File: config.mk
export PLATFORM = sky130hd
export DESIGN_NAME = ps2_receiver
export DESIGN_NICKNAME = d
export VERILOG_FILES = /design/src/rtl/ps2_pkg.sv /design/src/rtl/ps2_sync_fifo.sv /design/src/rtl/ps2_receiver.sv
export SDC_FILE = /design/constraint.sdc
export NUM_CORES = 1
export LEC_CHECK = 0
export ABC_AREA = 1
export BUFFER_PORTS_ARGS = -buffer_cell sky130_fd_sc_hd__buf_2
export CELL_PAD_IN_SITES_DETAIL_PLACEMENT = 1
export CELL_PAD_IN_SITES_GLOBAL_PLACEMENT = 2
export CORE_MARGIN = 3
export CORE_UTILIZATION = 35
export DETAILED_ROUTE_END_ITERATION = 10
export PLACE_DENSITY_LB_ADDON = 0.1
export SYNTH_ARGS = -nofsm -noshare
export SYNTH_HDL_FRONTEND = slang
export SYNTH_SLANG_ARGS = --single-unit
File: constraint.sdc
create_clock -name clk -period 5.4 [get_ports clk]
set_clock_uncertainty 0.05 [all_clocks]
set_input_delay 0.54 -clock clk [delete_from_list [all_inputs] [get_ports clk]]
set_output_delay 0.54 -clock clk [all_outputs]
set_load 0.05 [all_outputs]
File: src/rtl/ps2_pkg.sv
`default_nettype none
// ============================================================================
//  Module      : ps2_pkg
//  Description : Shared PS/2 frame constants, scan codes and frame check.
//  Revision    : 1.0 - initial release
// ============================================================================
package ps2_pkg;

    localparam int PS2_FRAME_BITS = 11;

    localparam logic [7:0] PS2_BREAK  = 8'hF0;
    localparam logic [7:0] PS2_EXT    = 8'hE0;
    localparam logic [7:0] PS2_LSHIFT = 8'h12;
    localparam logic [7:0] PS2_LCTRL  = 8'h14;

    typedef enum logic [0:0] {
        ST_IDLE  = 1'b0,
        ST_SHIFT = 1'b1
    } ps2_state_t;

    // bits[0] = start, bits[8:1] = data LSB first, bits[9] = odd parity
    function automatic logic frame_ok(input logic [9:0] bits, input logic stop);
        return stop && !bits[0] && (^bits[9:1]);
    endfunction

endpackage
`default_nettype wire

File: src/rtl/ps2_sync_fifo.sv
`default_nettype none
// ============================================================================
//  Module      : ps2_sync_fifo
//  Description : Single-clock circular FIFO; push while full is accepted
//                only when a pop frees the slot in the same cycle.
//  Revision    : 1.0 - initial release
// ============================================================================
module ps2_sync_fifo #(
    parameter int WIDTH = 8,
    parameter int DEPTH = 8
) (
    input  logic             clk,
    input  logic             rst,
    input  logic             push,
    input  logic             pop,
    input  logic [WIDTH-1:0] din,
    output logic [WIDTH-1:0] dout,
    output logic             full,
    output logic             empty
);
    localparam int              c_AW    = $clog2(DEPTH);
    localparam logic [c_AW:0]   c_DEPTH = (c_AW + 1)'(DEPTH);

    logic [WIDTH-1:0] r_mem [DEPTH];
    logic [c_AW-1:0]  r_rd;
    logic [c_AW-1:0]  r_wr;
    logic [c_AW:0]    r_count;
    logic             w_do_push;
    logic             w_do_pop;

    assign full      = (r_count == c_DEPTH);
    assign empty     = (r_count == '0);
    assign dout      = r_mem[r_rd];
    assign w_do_pop  = pop && !empty;
    assign w_do_push = push && (!full || w_do_pop);

    always_ff @(posedge clk) begin
        if (w_do_push) begin
            r_mem[r_wr] <= din;
        end
    end

    always_ff @(posedge clk) begin
        if (!rst) begin
            r_rd    <= '0;
            r_wr    <= '0;
            r_count <= '0;
        end else begin
            if (w_do_push) begin
                r_wr <= r_wr + 1'b1;
            end
            if (w_do_pop) begin
                r_rd <= r_rd + 1'b1;
            end
            if (w_do_push && !w_do_pop) begin
                r_count <= r_count + 1'b1;
            end else if (w_do_pop && !w_do_push) begin
                r_count <= r_count - 1'b1;
            end
        end
    end

endmodule
`default_nettype wire

File: src/rtl/ps2_receiver.sv
`default_nettype none
// ============================================================================
//  Module      : ps2_receiver
//  Description : Oversampling PS/2 device-to-host receiver with frame check,
//                timeout, byte FIFO and single-cycle delivery strobe.
//  Revision    : 1.0 - initial release
// ============================================================================
module ps2_receiver
    import ps2_pkg::*;
#(
    parameter int FIFO_DEPTH  = 8,
    parameter int TIMEOUT_CYC = 100000
) (
    input  logic       clk,
    input  logic       rst,
    input  logic       ps2_clk,
    input  logic       ps2_data,
    output logic [7:0] ps2dis_data,
    output logic       ps2dis_recFlag,
    output logic       overflow,
    output logic [7:0] frame_err_cnt
);
    localparam int                c_TO_W     = $clog2(TIMEOUT_CYC + 1);
    localparam logic [c_TO_W-1:0] c_TO_LAST  = c_TO_W'(TIMEOUT_CYC - 1);
    localparam logic [3:0]        c_STOP_IDX = 4'(PS2_FRAME_BITS - 1);

    logic [2:0]        r_sync_clk;
    logic [1:0]        r_sync_data;
    ps2_state_t        r_state;
    logic [3:0]        r_bit_cnt;
    logic [9:0]        r_shreg;
    logic [c_TO_W-1:0] r_to_cnt;

    logic       w_fall;
    logic       w_data;
    logic       w_stop;
    logic       w_good;
    logic       w_timeout;
    logic       w_push;
    logic       w_pop;
    logic       w_full;
    logic       w_empty;
    logic [7:0] w_dout;

    assign w_fall    = r_sync_clk[2] & ~r_sync_clk[1];
    assign w_data    = r_sync_data[1];
    assign w_stop    = w_fall && (r_state == ST_SHIFT) && (r_bit_cnt == c_STOP_IDX);
    assign w_good    = frame_ok(r_shreg, w_data);
    assign w_timeout = (r_state == ST_SHIFT) && !w_fall && (r_to_cnt == c_TO_LAST);
    assign w_push    = w_stop && w_good;
    // Pop path reads the output strobe itself so delivery is at most every other cycle
    assign w_pop     = !w_empty && !ps2dis_recFlag;

    always_ff @(posedge clk) begin
        if (!rst) begin
            r_sync_clk  <= 3'b111;
            r_sync_data <= 2'b11;
        end else begin
            r_sync_clk  <= {r_sync_clk[1:0], ps2_clk};
            r_sync_data <= {r_sync_data[0], ps2_data};
        end
    end

    always_ff @(posedge clk) begin
        if (!rst) begin
            r_state       <= ST_IDLE;
            r_bit_cnt     <= '0;
            r_shreg       <= '0;
            r_to_cnt      <= '0;
            frame_err_cnt <= '0;
        end else begin
            if (((w_stop && !w_good) || w_timeout) && (frame_err_cnt != 8'hFF)) begin
                frame_err_cnt <= frame_err_cnt + 1'b1;
            end
            case (r_state)
                ST_IDLE: begin
                    r_to_cnt <= '0;
                    if (w_fall && !w_data) begin
                        r_state   <= ST_SHIFT;
                        r_bit_cnt <= 4'd1;
                        r_shreg   <= {w_data, r_shreg[9:1]};
                    end
                end
                ST_SHIFT: begin
                    if (w_fall) begin
                        r_to_cnt <= '0;
                        if (r_bit_cnt == c_STOP_IDX) begin
                            r_state   <= ST_IDLE;
                            r_bit_cnt <= '0;
                        end else begin
                            r_shreg   <= {w_data, r_shreg[9:1]};
                            r_bit_cnt <= r_bit_cnt + 1'b1;
                        end
                    end else if (w_timeout) begin
                        r_state   <= ST_IDLE;
                        r_bit_cnt <= '0;
                        r_to_cnt  <= '0;
                    end else begin
                        r_to_cnt <= r_to_cnt + 1'b1;
                    end
                end
                default: begin
                    r_state <= ST_IDLE;
                end
            endcase
        end
    end

    ps2_sync_fifo #(
        .WIDTH (8),
        .DEPTH (FIFO_DEPTH)
    ) u_fifo (
        .clk   (clk),
        .rst   (rst),
        .push  (w_push),
        .pop   (w_pop),
        .din   (r_shreg[8:1]),
        .dout  (w_dout),
        .full  (w_full),
        .empty (w_empty)
    );

    always_ff @(posedge clk) begin
        if (!rst) begin
            ps2dis_data    <= '0;
            ps2dis_recFlag <= 1'b0;
            overflow       <= 1'b0;
        end else begin
            if (w_pop) begin
                ps2dis_data    <= w_dout;
                ps2dis_recFlag <= 1'b1;
            end else begin
                ps2dis_recFlag <= 1'b0;
            end
            if (w_push && w_full && !w_pop) begin
                overflow <= 1'b1;
            end
        end
    end

endmodule
`default_nettype wire
Word-level counts from Yosys, hierarchy flattened
Memories as Yosys holds them, arrays and structs flattened. A register that Yosys moved wholly into a read port is not among the register bits.
Cells that the tools add are included.
{"block": "classes", "bitwise_logic": 3, "n_mux": 22, "reduce_logical": 35, "addsub": 7, "eq_ne": 8}
{"operator": "17-bit two-way mux", "n": 2}
{"operator": "17-bit one-hot mux with 2 select lines", "n": 1}
{"operator": "10-bit two-way mux", "n": 3}
{"operator": "4-bit two-way mux", "n": 6}
{"operator": "10-bit one-hot mux with 2 select lines", "n": 1}
{"operator": "17-bit by 1-bit adder with 17-bit output (second input constant)", "n": 1}
{"operator": "17-bit equality test (second input constant)", "n": 1}
{"operator": "1-bit logical AND", "n": 17}
{"operator": "1-bit logical NOT", "n": 11}
{"operator": "9-bit XOR reduction", "n": 1}
{"operator": "4-bit by 1-bit adder with 4-bit output (second input constant)", "n": 2}
{"operator": "8-bit by 1-bit adder with 8-bit output (second input constant)", "n": 1}
{"operator": "4-bit equality test (second input constant)", "n": 2}
{"operator": "8-bit inequality test (second input constant)", "n": 1}
{"operator": "4-bit one-hot mux with 2 select lines", "n": 1}
{"operator": "1-bit two-way mux", "n": 7}
{"operator": "3-bit by 1-bit adder with 3-bit output (second input constant)", "n": 2}
{"operator": "4-bit logical NOT", "n": 1}
{"operator": "2-bit inequality test (second input constant)", "n": 2}
{"operator": "4-bit by 1-bit subtractor with 4-bit output (second input constant)", "n": 1}
{"operator": "3-bit by 1-bit inequality test with 1-bit output (second input constant)", "n": 1}
{"operator": "3-bit AND reduction", "n": 1}
{"operator": "1-bit logical OR", "n": 2}
{"operator": "2-bit by 1-bit inequality test with 1-bit output (second input constant)", "n": 1}
{"operator": "other kinds (5)", "n": 6}
{"block": "word_totals", "mem_bits_rw": 64, "elab_cells": 88, "inputBits": 4, "memories": 1, "output_inout_bits": 18, "reg_bits": 57}
{"memory": "u_fifo.r_mem", "words": 8, "word_bits": 8, "read_ports": 1, "rd_clocked_by_memory_dff": 1, "write_ports": 1, "line_no": "ps2_sync_fifo.sv:24", "text": "logic [WIDTH-1:0] r_mem [DEPTH];"}

Longest topological paths before layout
Gate-level depths: netlist of run 1.
{"block": "logic_depth", "word_depth": 10, "depth_mapped": 21, "ltp_nobuf": 21}

Hierarchy
A second synthesis of run 1 with hierarchy kept.
{"block": "hier_totals", "hier_cells": 648, "hier_area_um2": 5871.9}
{"mod": "ps2_sync_fifo", "seq_area_each_um2": 2182.1, "area_each_um2": 3331.9, "cells_per_inst": 315, "n_inst": 1}
{"mod": "ps2_receiver", "seq_area_each_um2": 1101.1, "area_each_um2": 2539.9, "cells_per_inst": 333, "n_inst": 1}

Least setup slack after synthesis of run 1
Ideal clock, no wire load.
{"block": "synth_path", "path_kind": "register to register", "start": "register r_shreg[2]", "end": "register u_fifo.r_count[3]", "setup_ns": 0.119, "synth_period_minus_slack_ns": 2.688, "path_buffers": 0, "arrival_ns": 2.519, "t_required_ns": 5.231, "path_stages_with_launch": 21, "path_slack_ns": 2.712, "path_cell_list": "dfxtp_1 -> inv_1 -> nand2_1 -> nand2_1 -> nand2_2 -> nand3_1 -> nand2_1 -> nand2_1 -> nand2_2 -> nand4_2 -> inv_2 -> ha_1 -> inv_1 -> ha_1 -> and3_1 -> a211oi_1 -> nor2_1 -> nor2_1 -> nand2_1 -> o21ai_0 -> a21oi_1"}
{"block": "synth_between", "elab_chain_len": 7, "elab_cells_between_ends": 9, "cone_classes": "mux (1); reduce/logical (8)"}
{"element": "from (decl)", "line_no": "ps2_receiver.sv:31", "text": "logic [9:0] r_shreg;"}
{"element": "from (signal assigned)", "line_no": "ps2_receiver.sv:81", "text": "r_shreg <= {w_data, r_shreg[9:1]};"}
{"element": "from (signal assigned)", "line_no": "ps2_receiver.sv:91", "text": "r_shreg <= {w_data, r_shreg[9:1]};"}
{"element": "9-bit XOR reduction (*)", "line_no": "ps2_pkg.sv:23", "text": "return stop && !bits[0] && (^bits[9:1]);"}
{"element": "1-bit logical AND (*)", "line_no": "ps2_pkg.sv:23"}
{"element": "1-bit logical AND (*)", "line_no": "ps2_receiver.sv:50", "text": "assign w_push = w_stop && w_good;"}
{"element": "1-bit logical AND (*)", "line_no": "ps2_sync_fifo.sv:35", "text": "assign w_do_push = push && (!full || w_do_pop);"}
{"element": "via u_fifo.w_do_push", "line_no": "ps2_sync_fifo.sv:28", "text": "logic w_do_push;"}
{"element": "1-bit logical NOT", "line_no": "ps2_sync_fifo.sv:57", "text": "end else if (w_do_pop && !w_do_push) begin"}
{"element": "1-bit logical AND", "line_no": "ps2_sync_fifo.sv:57"}
{"element": "2-bit nonzero test (no source line)"}
{"element": "to (signal assigned)", "line_no": "ps2_sync_fifo.sv:56", "text": "r_count <= r_count + 1'b1;"}
{"element": "to (signal assigned)", "line_no": "ps2_sync_fifo.sv:58", "text": "r_count <= r_count - 1'b1;"}
{"element": "to (decl)", "line_no": "ps2_sync_fifo.sv:27", "text": "logic [c_AW:0] r_count;"}
The timed path passes the listed nets; every way through them passes the cells marked *.
A chain may end at the register's enable or synchronous reset.

Final worst setup path of run 1
{"block": "layout_path", "start": "register u_fifo.r_count[0]", "end": "register u_fifo.r_count[3]"}
{"block": "layout_between", "elab_chain_len": 9, "elab_cells_between_ends": 17, "cone_classes": "add/sub (2); eq/ne (1); mux (2); reduce/logical (12)"}
{"element": "4-bit logical NOT", "line_no": "ps2_sync_fifo.sv:32", "text": "assign empty = (r_count == '0);"}
{"element": "1-bit logical NOT", "line_no": "ps2_sync_fifo.sv:34, ps2_receiver.sv:52"}
{"element": "1-bit logical AND", "line_no": "ps2_receiver.sv:52", "text": "assign w_pop = !w_empty && !ps2dis_recFlag;"}
{"element": "1-bit logical AND", "line_no": "ps2_sync_fifo.sv:34", "text": "assign w_do_pop = pop && !empty;"}
{"element": "1-bit logical OR", "line_no": "ps2_sync_fifo.sv:35"}
{"element": "1-bit logical AND", "line_no": "ps2_sync_fifo.sv:35"}
{"element": "1-bit logical NOT", "line_no": "ps2_sync_fifo.sv:57"}
{"element": "1-bit logical AND", "line_no": "ps2_sync_fifo.sv:57"}
{"element": "2-bit nonzero test (no source line)"}
Several ways; a longest one is shown, not always the timed one. The select of a mux whose other input is x is not followed.

==> results of run 1 <==
path summary, 6_finish.rpt:
check	slack, ps	start	cells past startpoint	endpoint
worst max-delay path	1750	u_fifo.r_count[0]	13	u_fifo.r_count[3]
worst min-delay path	250	ps2_clk	2	r_sync_clk[0]
worst max register to register	1750	u_fifo.r_count[0]	13	u_fifo.r_count[3]
worst min register to register	370	r_sync_data[0]	1	r_sync_data[1]
critical path, delay by kind of cell (launching register included):
kind	cells	cell delay [ps]
AOI/OAI and AO/OA	4	1340
adders and majority gates	2	640
buffers and inverters	2	590
DFF	1	410
and+or+nand+nor	5	540
power by group through the flow:
| stage | clock network, mW | logic [mW] | registers (mW) |
|---|---|---|---|
| 2_1_floorplan | 0 | 0.360 | 1.25 |
| 3_3_place_gp | 0 | 0.610 | 1.15 |
| 3_5_place_dp | 0 | 0.619 | 1.16 |
| 4_1_cts | 1.13 | 0.625 | 1.14 |
| 5_1_grt | 1.17 | 0.668 | 1.15 |
| 6_report | 1.10 | 0.611 | 1.14 |
cells in the mapped netlist, drive strengths merged:
| cell | number | area (um2) |
|---|---|---|
| a211oi | 2 | 15.01 |
| a21oi | 41 | 224.0 |
| a31oi | 2 | 12.51 |
| and3 | 1 | 6.260 |
| buf | 8 | 58.81 |
| clkbuf | 13 | 48.80 |
| clkinv | 1 | 3.750 |
| dfxtp | 65 | 1301 |
| edfxtp | 64 | 1922 |
| fa | 1 | 20.02 |
| ha | 9 | 112.6 |
| inv | 49 | 183.9 |
| mux2i | 8 | 80.08 |
| nand2 | 85 | 346.6 |
| nand3 | 22 | 135.1 |
| nand4 | 9 | 62.56 |
| nor2 | 86 | 340.3 |
| nor3 | 10 | 71.32 |
| nor3b | 2 | 15.01 |
| nor4 | 3 | 33.78 |
| o211ai | 8 | 60.06 |
| o21a | 1 | 7.510 |
| o21ai | 35 | 175.2 |
| o221ai | 8 | 70.07 |
| o32ai | 8 | 70.07 |
| or2 | 6 | 40.04 |
| xnor2 | 1 | 8.760 |
| xor2 | 11 | 96.34 |
metrics by stage:
| step | instance area (um2) | power, mW | worst slack, ps | hold slack (ps) | utilization, % |
|---|---|---|---|---|---|
| 6_report | 6361 | 2.845 | 1746 | 249.8 | 41.54 |
| 3_3_place_gp | 5798 | 1.763 | 1873 | 360.8 | 37.86 |
| 4_1_cts | 6361 | 2.890 | 1697 | 227.0 | 41.54 |
| 3_5_place_dp | 5798 | 1.777 | 1741 | 357.3 | 37.86 |
| 5_1_grt | 6361 | 2.985 | 1348 | 242.8 | 41.54 |
| 2_1_floorplan | 5522 | 1.605 | 2712 | 341.7 | - |
final cells by class:
class / count / area (um2) / area share (%)
clock buffer: 20 / 456.7 / 7.179
clock inverter: 12 / 106.4 / 1.672
inverter: 50 / 187.7 / 2.950
multi-input combinational: 359 / 2003 / 31.49
sequential: 129 / 3223 / 50.67
tap: 211 / 264.0 / 4.150
timing repair buffer: 23 / 120.1 / 1.888
logic make-up after synthesis:
family / after synthesis / share of synthesized area (%)
fa+ha+maj: 10 / 2.402
compound gates: 105 / 11.49
xor+xnor: 12 / 1.903
mux: 8 / 1.450
simple gates: 224 / 19.03
flops: 129 / 58.37
buf+inv: 71 / 5.348
registers in the layout, indices dropped and copies added, names as in the netlist, 2 cells and up:
| register | flops |
|---|---|
| r_sync_clk | 3 |
| r_to_cnt | 17 |
| frame_err_cnt | 8 |
| r_sync_data | 2 |
| r_shreg | 10 |
| u_fifo.r_mem | 64 |
| ps2dis_data | 8 |
| u_fifo.r_count | 4 |
| r_bit_cnt | 4 |
| u_fifo.r_wr | 3 |
| u_fifo.r_rd | 3 |
layer usage:
layer / track usage, % / vias to the layer above
met5: 0 / -
met4: 6.651 / 0
met3: 4.364 / 15
met2: 26.68 / 34
met1: 18.04 / 1939
li1: - / 1967
==> reports/results.ini, run 1 <==
[outcome]
outcome = finished clean

[timing]
fmax_mhz = 273.7
rsz0062_at_grt = no
slew_viol_final = 0
min_period_ps = 3654
finalSetupTns_ps = 0
max-slew-margin-rel_pct = 20.17
period_share_pct = 67.67
setup_viol_count_final = 0
hold_viol = 0
tightest_slew_ps = 1192

[clock_tree]
cts-hold-fix-buffers = 0
cts.sinks = 129
postCtsSetupBuffers = 0
clk_root_buffer_cell = clkbuf_16
cts_max_path_buffers = 2
cts_tree = built
cts.repair.resized = 0
clkTransAtPathRegs_ps = 60
cts_buffers = 17
cts_max_level = 4
clk_latency_ps = 420

[setup_path]
crit_chain = nor2_1 > a31oi_1 > inv_1 > ha_1 > inv_1 > ha_1 > and3_1 > a211oi_1 > nor2_1 > nor2_1 > nand2_1 > o21ai_0 > a21oi_1
path_class = reg -> reg
crit_slowest_cell = a31oi_1
start_kind = register
path_max_fanout = 14
end_kind = register
critPathMostFrequentCell = nor2_1
slowest_delay_ps = 850
worstPathArrival_ps = 3920
cp.required_ps = 5660

[layout]
fin_nets = 594
instances_no_fill = 804
num_antenna_cells = 0
final_layout_size_suffix_gt1_share_pct = 16.02
synthToLayoutAreaGrowth_pct = 15.21
layout_commonest_cell = nor2_1
fillers = 1734
final_cell_mix = 81 x nor2_1, 76 x nand2_1, 65 x dfxtp_1

[grt]
overflow = 0
grt_pass1_vias = 4147
grt_max_degree = 36
grt_pass1_wl_um = 20960
antenna_found_initial = 0
grt_use_total_pct = 15.49

[placed_design]
hpwlAfterDp_um = 8478
dp_cells = 772
port_buffers = 21
gp_congestion = 0.7606

[logic_synthesis]
synth_seq_area_share_pct = 58.37
syn_area_um2 = 5522
ys_warn_count = 0
ys_seq_elements = 129
postSynthNetCount = 573
synth_cells = 559
ys_types = 44
synth.avg_cell_area_um2 = 9.878

[power]
p_leak_nw = 2.233
sequentialPowerShare_pct = 40.0
combPwrFrac_pct = 21.5
switching_share_pct = 32.67
pwr-share-clk_pct = 38.6
power_density_nw_per_um2 = 447.2
switching_power_uw = 929.5
intPower_mw = 1.915
peakVddDrop_mv = 0.2337

[routing]
num_vias = 3955
wl_met3_um = 318
ant_nets = 0
drt_wl_total_um = 12780
top_layer = met4
met2_length_um = 6346
dr.pass1.iters = 4
drt-wirelength-per-cell_um = 15.89
first_iter_violations = 125
wl_met1_um = 5914
vias_per_cell = 4.919
drc = 0

[floorplan]
io_pins = 22
die-width_um = 131.6
die-area_um2 = 17320
start_util_pct = 36.05
core_area_um2 = 15310
rows = 45
fp.dieH_um = 131.6

[run]
max_cap_violations = 0

[worst_hold_path]
hold_class = in -> reg

No activity file was read; power rests on OpenSTA's default activity.
==> inputs of run 2 (changes only) <==
- ABC_AREA: 1 -> 0
- clock period: 5.4 -> 3.2 ns (I/O delays scaled with it)
==> reports/results.ini, run 2 <==
[outcome]
outcome = finished clean  ; unchanged

[power]
p_leak_nw = 2.374  ; was 2.233 nW
pwr-share-clk_pct = 38.5  ; was 38.6%
power_density_nw_per_um2 = 737.2  ; was 447.2 nW/um2
sequentialPowerShare_pct = 39.7  ; was 40.0%
switching_share_pct = 29.38  ; was 32.67%
peakVddDrop_mv = 0.3900  ; was 0.2337 mV
intPower_mw = 3.420  ; was 1.915 mW
combPwrFrac_pct = 21.8  ; was 21.5%
switching_power_mw = 1.423  ; was 929.5 uW

[grt]
antenna_found_initial = 0  ; unchanged
grt_pass1_wl_um = 18860  ; was 20,960 um
grt_max_degree = 39  ; was 36
grt_use_total_pct = 14.48  ; was 15.49%
overflow = 0  ; unchanged
grt_pass1_vias = 3582  ; was 4,147

[layout]
fillers = 1550  ; was 1,734
synthToLayoutAreaGrowth_pct = 21.72  ; was 15.21%
num_antenna_cells = 0  ; unchanged
largest_reg_flops = 64  ; unchanged
final_layout_size_suffix_gt1_share_pct = 24.80  ; was 16.02%
ff_latch_area_um2 = 3236  ; was 3223 um2
multiInputGateArea_um2 = 2140  ; was 2003 um2
final_util_pct = 44.36  ; was 41.54%
final_cell_mix = 64 x edfxtp_1, 61 x nor2_1, 59 x dfxtp_1  ; was 81 x nor2_1, 76 x nand2_1, 65 x dfxtp_1
instances_no_fill = 680  ; was 804
fin_nets = 497  ; was 594
regMostFlops = u_fifo.r_mem  ; unchanged
reg_top3 = u_fifo.r_mem: 64 flops, r_to_cnt: 17 flops, r_shreg: 10 flops  ; unchanged
layout_commonest_cell = edfxtp_1  ; was nor2_1

[setup_path]
critPathMostFrequentCell = xnor2_2  ; was nor2_1
path_buf_inv = 2  ; unchanged
end_kind = register  ; unchanged
path_max_fanout = 2  ; was 14
worstPathArrival_ps = 3360  ; was 3920 ps
critPathTopFamily = XOR/XNOR gates  ; was compound AO/OA/AOI/OAI gates
reg2reg_from = r_shreg[6]  ; was u_fifo.r_count[0]
cp.required_ps = 3490  ; was 5660 ps
setup.worst_path.start = r_shreg[6]  ; was u_fifo.r_count[0]
slowest_delay_ps = 480  ; was 850 ps
crit_chain = xnor2_2 > xnor3_2 > xnor2_2 > or4_4 > clkinv_4 > ha_4 > inv_4 > ha_4 > a21o_1 > a21oi_4 > xnor2_2 > or3_4 > a21oi_2  ; was nor2_1 > a31oi_1 > inv_1 > ha_1 > inv_1 > ha_1 > and3_1 > a211oi_1 > nor2_1 > nor2_1 > nand2_1 > o21ai_0 > a21oi_1
start_kind = register  ; unchanged
path_class = reg -> reg  ; unchanged
rr_worst_depth = 13  ; unchanged
crit_slowest_cell = xnor3_2  ; was a31oi_1
worstSetupPathDepth = 13  ; unchanged

[clock_tree]
cts_max_level = 4  ; unchanged
clk_latency_ps = 410  ; was 420 ps
cts-hold-fix-buffers = 0  ; unchanged
cts_max_path_buffers = 2  ; unchanged
clkTransAtPathRegs_ps = 60  ; about the same
cts_buffers = 17  ; unchanged
cts.sinks = 129  ; unchanged
clk_root_buffer_cell = clkbuf_16  ; unchanged
cts_tree = built  ; unchanged

[floorplan]
die-width_um = 130.2  ; was 131.6 um
io_pins = 22  ; unchanged
rows = 44  ; was 45
core_area_um2 = 14810  ; was 15,310 um2
fp.dieH_um = 130.2  ; was 131.6 um
die-area_um2 = 16950  ; was 17,320 um2
start_util_pct = 36.45  ; was 36.05%

[routing]
vias_per_cell = 4.975  ; was 4.919
drc = 0  ; unchanged
drt_wl_total_um = 11130  ; was 12,780 um
ant_nets = 0  ; unchanged
dr.pass1.iters = 4  ; unchanged
num_vias = 3383  ; was 3,955
drt-wirelength-per-cell_um = 16.36  ; was 15.89 um
first_iter_violations = 169  ; was 125

[timing]
whs_ps = 36.75  ; was 249.8 ps
tightest_slew_ps = 881.9  ; was 1192 ps
hold_viol = 0  ; unchanged
period_share_pct = 95.93  ; was 67.67%
rsz0062_at_grt = no  ; unchanged
setup_viol_count_final = 0  ; unchanged
max-slew-margin-rel_pct = 41.13  ; was 20.17%
min_period_ps = 3070  ; was 3654 ps
finalSetupTns_ps = 0  ; unchanged
fmax_mhz = 325.7  ; was 273.7 MHz
slew_viol_final = 0  ; unchanged

[logic_synthesis]
synth-async-reset-ratio_pct = 0  ; unchanged
postSynthNetCount = 443  ; was 573
netlist_top_cells_count = 65 x dfxtp_1, 64 x edfxtp_1, 61 x nor2_1  ; was 81 x nor2_1, 76 x nand2_1, 65 x dfxtp_1
synth_cells = 429  ; was 559
synthDominantCellAreaShare_pct = 35.61  ; was 34.81%
ys_warn_count = 0  ; unchanged
synth_flop_cell = dfxtp_1  ; unchanged
syn_area_um2 = 5398  ; was 5522 um2
ys_seq_elements = 129  ; unchanged
synth.avg_cell_area_um2 = 12.58  ; was 9.878 um2
synth.largest_area_cell = edfxtp_1  ; unchanged
yosys-top-cells-area = edfxtp_1 36%, dfxtp_1 24%, mux4_2 6.7%  ; was edfxtp_1 35%, dfxtp_1 24%, nor2_1 5.5%
ys_types = 49  ; was 44
synth-edff-count = 64  ; unchanged
synth_seq_area_share_pct = 59.71  ; was 58.37%
yosysMostFrequentCell = dfxtp_1  ; was nor2_1

[placed_design]
hpwlAfterDp_um = 7464  ; was 8478 um
port_buffers = 21  ; unchanged
dp_cells = 642  ; was 772
gp_congestion = 0.7121  ; was 0.7606

[worst_hold_path]
whs_path_depth = 2  ; unchanged
hold_class = in -> reg  ; unchanged
min_from = ps2_data  ; was ps2_clk

[run]
max_cap_violations = 0  ; unchanged

[run 2: cell types whose count changed in the layout (fill, tap and decap cells not counted), moves of 16 or more]
cell,change
inv_1,-32
mux4_2,+16
buf_4,+28
a21oi_1,-22
o21ai_0,-25
mux2i_1,+17
nor2_1,-20
nand2_1,-55
[run 2: worst reg2reg max path: stages, from the launching register on]
cell and delay [ps]:
dfxtp_4 350, xnor2_2 150, xnor3_2 480, xnor2_2 170, or4_4 460, clkinv_4 80
ha_4 140, inv_4 40, ha_4 200, a21o_1 180, a21oi_4 170, xnor2_2 80
or3_4 330, a21oi_2 140
[run 2: path summary, 6_finish.rpt]
check / slack, ps / end
worst max-delay path: 130 / u_fifo.r_count[3]
worst min-delay path: 40 / r_sync_data[0]
worst max register to register: 130 / u_fifo.r_count[3]
worst min register to register: 360 / r_sync_data[1]
[run 2: cell type report]
cell class,count,share of cell area (%)
flip-flops and latches,129,49.25
multi-input cells,271,32.57
clock buffers,18,6.532
repair buffers,52,5.199
well taps,184,3.504
clock inverters,14,2.152
inverters,12,0.7998
[run 2: power groups by stage]
stage	Clock (mW)	Sequential, mW	Combinational, mW
after floorplan	0	2.09	0.606
after global placement	0	1.95	0.936
after detailed placement	0	1.95	0.951
after CTS	1.91	1.93	1.04
after global routing	1.99	1.94	1.17
final	1.86	1.92	1.06
[run 2: logic make-up after synthesis]
logic type	count (synthesis)	share of synthesized area, %
AO/OA/AOI/OAI	51	5.981
XOR/XNOR	25	4.729
adder cells (fa/ha/maj)	10	2.457
buffers and inverters	29	2.179
flip-flops	129	59.71
multiplexers	41	11.31
AND/OR/NAND/NOR	144	13.63
[run 2: metal layers]
metal | GRT usage, % | part of all wire (%) | up-vias | wire, um
li1 | - | - | 1673 | -
met1 | 18.91 | 48 | 1659 | 5378
met2 | 23.05 | 48 | 38 | 5324
met3 | 3.807 | 2.5 | 13 | 274
met4 | 5.685 | 1.3 | 0 | 150
met5 | 0 | 0 | - | 0
[run 2: repair_timing]
| item | CTS | global route |
|---|---|---|
| pin swaps | 11 | 8 |
| setup buffers | 6 | 0 |
| gates resized for setup | 10 | 4 |
| hold endpoints to repair | 0 | 0 |
| setup endpoints to repair | 1 | 1 |
[run 2: stage by stage]
stage / power, mW / cell area, um2 / worst slack (ps)
2_1_floorplan: 2.699 / 5416 / 17.15
3_3_place_gp: 2.887 / 5876 / 58.31
3_5_place_dp: 2.906 / 5876 / -65.17
4_1_cts: 4.878 / 6554 / -20.55
5_1_grt: 5.096 / 6570 / 10.13
6_report: 4.843 / 6570 / 130.1
==> inputs of run 3 (changes only) <==
- CORE_MARGIN: 3 -> 4
- REMOVE_ABC_BUFFERS: default -> 1
==> reports/results.ini, run 3 (synthesized netlist as in run 2, its figures left out) <==
[layout]
regMostFlops = u_fifo.r_mem  ; unchanged
final_util_pct = 42.77  ; was 44.36%
fillers = 1591  ; was 1,550
synthToLayoutAreaGrowth_pct = 20.00  ; was 21.72%
largest_reg_flops = 64  ; unchanged
final_cell_mix = 64 x edfxtp_1, 63 x dfxtp_1, 61 x nor2_1  ; was 64 x edfxtp_1, 61 x nor2_1, 59 x dfxtp_1
reg_top3 = u_fifo.r_mem: 64 flops, r_to_cnt: 17 flops, r_shreg: 10 flops  ; unchanged
fin_area_um2 = 6477  ; was 6570 um2
final_layout_size_suffix_gt1_share_pct = 22.97  ; was 24.80%
num_antenna_cells = 0  ; unchanged
layout_commonest_cell = edfxtp_1  ; unchanged
instances_no_fill = 680  ; unchanged
fin_nets = 493  ; was 497

[placed_design]
port_buffers = 21  ; unchanged
gp_congestion = 0.7497  ; was 0.7121
place_area_um2 = 5862  ; was 5876 um2
hpwlAfterDp_um = 7425  ; was 7464 um
pre_cts_ws_ps = -67.28  ; was -65.17 ps
dp_cells = 646  ; was 642

[clock_tree]
clk_root_buffer_cell = clkbuf_16  ; unchanged
cts_tree = built  ; unchanged
cts-hold-fix-buffers = 0  ; unchanged
cts.sinks = 129  ; unchanged
cts_max_path_buffers = 2  ; unchanged
cts_buffers = 17  ; unchanged
clk_latency_ps = 420  ; was 410 ps
cts_max_level = 4  ; unchanged
clkTransAtPathRegs_ps = 60  ; about the same

[worst_hold_path]
hold_class = in -> reg  ; unchanged

[power]
combPwrFrac_pct = 20.5  ; was 21.8%
peakVddDrop_mv = 0.3820  ; was 0.3900 mV
switching_share_pct = 30.16  ; was 29.38%
switching_power_mw = 1.422  ; was 1.423 mW
power_density_nw_per_um2 = 727.9  ; was 737.2 nW/um2
pwr-share-clk_pct = 38.8  ; was 38.5%
intPower_mw = 3.293  ; was 3.420 mW
power_mw = 4.715  ; was 4.843 mW
p_leak_nw = 2.338  ; was 2.374 nW
sequentialPowerShare_pct = 40.7  ; was 39.7%

[routing]
drc = 0  ; unchanged
drt_wl_total_um = 10850  ; was 11,130 um
ant_nets = 0  ; unchanged
first_iter_violations = 125  ; was 169
vias_per_cell = 5.010  ; was 4.975
dr.pass1.iters = 4  ; unchanged
num_vias = 3407  ; was 3,383
drt-wirelength-per-cell_um = 15.95  ; was 16.36 um

[grt]
grt_max_degree = 39  ; unchanged
grt_use_total_pct = 13.48  ; was 14.48%
antenna_found_initial = 0  ; unchanged
grt_pass1_vias = 3535  ; was 3,582
overflow = 0  ; unchanged
grt_pass1_wl_um = 18410  ; was 18,860 um

[floorplan]
die-width_um = 132.2  ; was 130.2 um
die-area_um2 = 17470  ; was 16,950 um2
io_pins = 22  ; unchanged
rows = 45  ; was 44
core_area_um2 = 15150  ; was 14,810 um2
start_util_pct = 35.64  ; was 36.45%
fp.dieH_um = 132.2  ; was 130.2 um

[timing]
fin_ws_ps = 109.2  ; was 130.1 ps
max-slew-margin-rel_pct = 43.87  ; was 41.13%
tightest_slew_ps = 840.7  ; was 881.9 ps
finalSetupTns_ps = 0  ; unchanged
slew_viol_final = 0  ; unchanged
setup_viol_count_final = 0  ; unchanged
hold_viol = 0  ; unchanged
whs_ps = 31.97  ; was 36.75 ps
period_share_pct = 96.59  ; was 95.93%
fmax_mhz = 323.5  ; was 325.7 MHz
min_period_ps = 3091  ; was 3070 ps

[setup_path]
critPathMostFrequentCell = ha_4  ; was xnor2_2
start_kind = register  ; unchanged
end_kind = register  ; unchanged
crit_chain = xor2_1 > xnor3_2 > xnor2_2 > or4_4 > clkinv_4 > ha_4 > inv_4 > ha_4 > a21o_1 > a21oi_2 > xnor2_1 > or3_1 > a21oi_1  ; was xnor2_2 > xnor3_2 > xnor2_2 > or4_4 > clkinv_4 > ha_4 > inv_4 > ha_4 > a21o_1 > a21oi_4 > xnor2_2 > or3_4 > a21oi_2
path_class = reg -> reg  ; unchanged
path_max_fanout = 3  ; was 2
worstPathArrival_ps = 3380  ; was 3360 ps
slowest_delay_ps = 560  ; was 480 ps
crit_slowest_cell = or4_4  ; was xnor3_2
cp.required_ps = 3490  ; about the same

[outcome]
outcome = finished clean  ; unchanged

[run]
max_cap_violations = 0  ; unchanged

==> run 3: cell count changes in the layout (fill, tap and decap cells not counted), moves of 2 or more <==
cell,previous run,this run
buf_4,30,27
clkinv_1,3,1
dfxtp_1,59,63
dfxtp_2,4,2
dfxtp_4,2,0
inv_6,1,3
xnor2_1,7,9
xnor2_2,3,1
==> run 3: layer usage <==
layer  vias up  GRT usage (%)  routed length [um]
li1       1664              -                   -
met1      1694          16.09                4828
met2        34          22.81                5590
met3        15          3.473                 219
met4         0          6.409                 206
met5         -              0                   0
==> run 3: layout make-up <==
class,instances,area (um2),area share [%]
Clock buffer,17,425.4,6.568
Clock inverter,15,137.6,2.125
Inverter,12,52.55,0.8113
Multi-Input combinational cell,271,2093,32.32
Sequential cell,129,3226,49.80
Tap cell,188,235.2,3.631
Timing Repair Buffer,48,307.8,4.752
==> run 3: worst max-delay path, delay by kind of cell, from the launching register on <==
family	cells	cell delay (ps)
AOI/OAI and AO/OA	3	410
buffers and inverters	2	120
and+or+nand+nor	2	900
DFF	1	340
adders and majority gates	2	340
xor gates and xnor gates	4	860
==> run 3: final timing paths <==
path | startpoint | endpoint | slack, ps | depth (start not counted)
setup reg to reg | r_shreg[4] | u_fifo.r_count[3] | 110 | 13
setup / recovery | r_shreg[4] | u_fifo.r_count[3] | 110 | 13
hold / removal | ps2_data | r_sync_data[0] | 30 | 2
hold reg to reg | r_sync_data[0] | r_sync_data[1] | 360 | 1
==> run 3: power groups by stage <==
stage / Clock (mW) / Combinational (mW) / Sequential (mW)
detailed placement: 0 / 0.954 / 1.96
floorplan: 0 / 0.511 / 2.16
global placement: 0 / 0.933 / 1.95
global route: 1.99 / 1.06 / 1.94
CTS: 1.89 / 0.957 / 1.92
finish: 1.83 / 0.968 / 1.92
==> run 3: timing repair <==
item / 4_1_cts / 5_1_grt
buffers inserted: 1 / 1
resized for setup: 1 / 8
setup endpoints to repair: 1 / 1
pin swaps: 1 / 10
endpoints found under the hold margin: 0 / 0
